[config.mk]
export PLATFORM = sky130hd
export DESIGN_NAME = half_wave_rectifier
export DESIGN_NICKNAME = d
export VERILOG_FILES = /design/src/rtl/half_wave_rectifier.sv
export SDC_FILE = /design/constraint.sdc
export NUM_CORES = 1
export LEC_CHECK = 0
export CORE_MARGIN = 1
export CORE_UTILIZATION = 40
export DETAILED_ROUTE_END_ITERATION = 8
export PLACE_DENSITY_LB_ADDON = 0.3
export SYNTH_ARGS = -nofsm -noshare
export SYNTH_HDL_FRONTEND = slang
export SYNTH_SLANG_ARGS = --single-unit
export TNS_END_PERCENT = 10
[constraint.sdc]
create_clock -name clk -period 4.5 [get_ports clk]
set_clock_uncertainty 0.05 [all_clocks]
set_input_delay 0.9 -clock clk [delete_from_list [all_inputs] [get_ports clk]]
set_output_delay 0.9 -clock clk [all_outputs]
set_load 0.02 [all_outputs]
[src/rtl/half_wave_rectifier.sv]
// Clocked half-wave rectifier for a signed sample stream, with positive
// half-cycle status, per-half-cycle peak tracking and rising zero-crossing count.
module half_wave_rectifier #(
    parameter int DATA_W = 8,
    parameter int CNT_W  = 16
) (
    input  logic                     clk,
    input  logic                     rst,
    input  logic signed [DATA_W-1:0] sine_wave,
    output logic        [DATA_W-1:0] rectified_wave,
    output logic                     pos_half,
    output logic        [DATA_W-1:0] peak,
    output logic        [CNT_W-1:0]  half_cycles
);

    logic [DATA_W-1:0] rect_q, rect_d;
    logic              pos_q, pos_d;
    logic [DATA_W-1:0] peak_q, peak_d;
    logic [CNT_W-1:0]  cnt_q, cnt_d;
    logic [DATA_W-1:0] sample_u;
    logic              sample_pos;

    // Zero is treated as non-positive: it never opens a half cycle.
    function automatic logic is_positive(input logic signed [DATA_W-1:0] s);
        return (s[DATA_W-1] == 1'b0) && (s != '0);
    endfunction

    function automatic logic [DATA_W-1:0] rectify(input logic signed [DATA_W-1:0] s);
        return s[DATA_W-1] ? '0 : $unsigned(s);
    endfunction

    always_comb begin
        sample_u   = $unsigned(sine_wave);
        sample_pos = is_positive(sine_wave);
        rect_d     = rectify(sine_wave);
        pos_d      = sample_pos;
        peak_d     = peak_q;
        cnt_d      = cnt_q;
        if (sample_pos) begin
            if (!pos_q) begin
                // Rising crossing restarts the peak for the new half cycle.
                peak_d = sample_u;
                cnt_d  = cnt_q + CNT_W'(1);
            end else if (sample_u > peak_q) begin
                peak_d = sample_u;
            end
        end
    end

    always_ff @(posedge clk or posedge rst) begin
        if (rst) begin
            rect_q <= '0;
            pos_q  <= 1'b0;
            peak_q <= '0;
            cnt_q  <= '0;
        end else begin
            rect_q <= rect_d;
            pos_q  <= pos_d;
            peak_q <= peak_d;
            cnt_q  <= cnt_d;
        end
    end

    assign rectified_wave = rect_q;
    assign pos_half       = pos_q;
    assign peak           = peak_q;
    assign half_cycles    = cnt_q;

endmodule

==> metrics.md <==
| Metric | Value |
|---|---|
| Sw frac | `0.3044` |
| Yosys top cell by area | `dfrtp_1` |
| Initial antenna violation count | `0` |
| Worst reg2reg path depth | `7` |
| # hold bufs at CTS | `0` |
| Register share of total power | `0.450` |
| Diode count | `0` |
| TritonCTS clock tree | `done` |
| Pwr/cell area | `404.7 nW/µm²` |
| VDD IR-drop max | `209.1 µV` |
| Initial core utilization | `0.4326` |
| Min-Delay Path Class | `register to register` |
| Share of layout cells above drive strength 1 | `0.1345` |
| Hold depth | `1` |
| Final std cells w/o fill | `217` |
| FMAX | `363.0 MHz` |
| Setup WS pre-CTS | `1.481 ns` |
| Cell Int Power | `0.5762 mW` |
| Area grow syn2layout | `37.48%` |
| Flops & latches, synth | `32` |
| Share of the synthesized area in the top cell type | `0.5378` |
| Max cap viols | `0` |
| Clock power share | `0.260` |
| Synth Flop Type | `dfrtp_1` |
| CP startpoint kind | `input port` |
| Cts bufs inserted | `5` |
| Gr usage total | `0.1610` |
| Fin area | `2047 µm²` |
| Fin crit period | `2.755 ns` |
| Total grt overflow | `0` |
| Clk slew on worst S/H paths | `0.06 ns` |
| Via count | `1028` |
| Synth Cell Area | `1489 µm²` |
| Setup Total Neg Slack | `0 ns` |
| Combinational share of power | `0.290` |
| Top cells by area, synth | `dfrtp_1, xnor2_1, ha_1` |
| Seq/Total Area, Yosys | `0.5378` |
| Sw power | `0.2522 mW` |
| Critical Path Sink Type | `register` |
| Port Buffers | `41` |
| Fill count | `297` |
| Yosys warnings | `0` |
| Post-CTS Resized | `0` |
| RSZ-0062 raised after global routing | `false` |
| Asr flop ratio synth | `1.000` |
| EDFF count, synth | `0` |
| First-pass GRT wire length | `4933 µm` |
| Area of the multi-input gates | `643.1 µm²` |
| Total Nets Final | `189` |
| Largest net degree at the start of global routing | `33` |
| Inst Count DP | `209` |
| Initial DRC count | `73` |
| CP required | `4.60 ns` |
| CP arrival | `2.86 ns` |
| Die Ht | `63.01 µm` |
| # rows | `21` |
| Post-CTS Setup Bufs | `0` |
| Worst-path maximum fanout | `8` |
| Syn Inst Count | `122` |
| WL final | `2800 µm` |
| Die area | `3970 µm²` |
| Pins Over Slew Limit | `0` |
| Final number of setup-violating endpoints | `0` |
| Clock Sinks | `32` |
| Top Ports | `43` |
| Clk buf depth | `2` |
| Area of the core | `3442 µm²` |
| Via/cell ratio | `4.737` |
| Count of final hold-check violations | `0` |
| Outcome | `complete, no violations` |
| Sequential Area | `800.8 µm²` |
| Most common cell in the netlist | `dfrtp_1` |
| DRC | `0` |
| Post-detailed-route count of antenna-violating nets | `0` |
| Synth cell count leaders | `dfrtp_1, xnor2_1, inv_1` |
| Synth unique cells | `30` |
| Clock root buffer | `clkbuf_8` |
| Total chip power | `0.8283 mW` |
| Number of global-route vias before repair | `1112` |
| Period utilisation layout | `0.6122` |
| Syn Area/Cell | `12.20 µm²` |
| Skew-Pair Late Insertion Delay | `0.27 ns` |
| Avg WL per Cell | `12.90 µm` |
| RePlAce Congestion | `0.7897` |
| Die width | `63.01 µm` |
| DRT Pass-1 Iters | `4` |
| Crit path kind | `input port to register` |
| DP HPWL | `2157 µm` |
| Static leakage | `0.8919 nW` |
| H-tree depth | `2` |
| Post-synthesis net count | `141` |
| Post-place instance area | `1957 µm²` |
| Worst setup margin | `1.745 ns` |
[per-stage QoR]
step / utilization / hold slack, ns
after global routing: 0.5947 / 0.4595
after floorplan: - / 0.5322
final: 0.5947 / 0.4179
after detailed placement: 0.5685 / 0.4152
after CTS: 0.5947 / 0.4272
after global placement: 0.5685 / 0.4105
[state kept, by name, indices dropped and copies added (netlist names)]
register        flops
peak                8
rectified_wave      7
pos_half            1
half_cycles        16
[logic make-up after synthesis]
logic type,share of synthesized area
mux,0.06051
other cells,0.002519
compound gates,0.03950
flops,0.5378
simple gates,0.1656
buf+inv,0.03026
xor+xnor,0.08824
fa+ha+maj,0.07563
[final cells by class]
type	count	area share
Timing Repair Buffer	42	0.2042
Sequential cell	32	0.3912
Tap cell	46	0.02812
Inverter	10	0.01834
Clock buffer	8	0.04401
Multi-Input combinational cell	79	0.3142
[placed cells by master, fill, tap and decap left out, drive strengths merged, types with 7 or more instances in the layout]
cell type,n
dfrtp,32
clkdlybuf4s50,41
nand2,7
inv,10
xnor2,13
nand4,8
ha,9
nor2b,7
mux2,8
clkbuf,8
[power groups by stage]
stage	Clock (mW)	Sequential, mW	Combinational (mW)
after global placement	0	0.373	0.236
after global routing	0.239	0.379	0.260
after detailed placement	0	0.376	0.242
after CTS	0.220	0.373	0.244
after floorplan	0	0.418	0.0841
final	0.215	0.372	0.241
[worst max-delay path, cell delays in order]
cell             delay, ns
clkdlybuf4s50_1       0.48
ha_1                  0.36
a21o_1                0.19
nand2_1               0.06
nand4b_1              0.16
o21ai_4               0.33
mux2_2                0.38
[worst paths after layout]
kind / startpoint / endpoint / slack, ns
setup reg to reg: peak[6]$_DFFE_PP0P_ / peak[4]$_DFFE_PP0P_ / 2.48
hold / removal: half_cycles[15]$_DFFE_PP0P_ / half_cycles[15]$_DFFE_PP0P_ / 0.42
hold reg to reg: half_cycles[15]$_DFFE_PP0P_ / half_cycles[15]$_DFFE_PP0P_ / 0.42
min in group asynchronous: rst / half_cycles[15]$_DFFE_PP0P_ / 0.96
max in group asynchronous: rst / rectified_wave[3]$_DFF_PP0_ / 3.14
setup / recovery: sine_wave[6] / peak[4]$_DFFE_PP0P_ / 1.75
[layer usage]
layer / track usage / vias to the layer above / wire, µm
met1: 0.1867 / 491 / 1240
met2: 0.2782 / 24 / 1438
met5: 0 / - / 0
li1: - / 511 / -
met4: 0.05233 / 0 / 17
met3: 0.05109 / 2 / 104
Note: power is estimated with default switching activity, not from simulation.
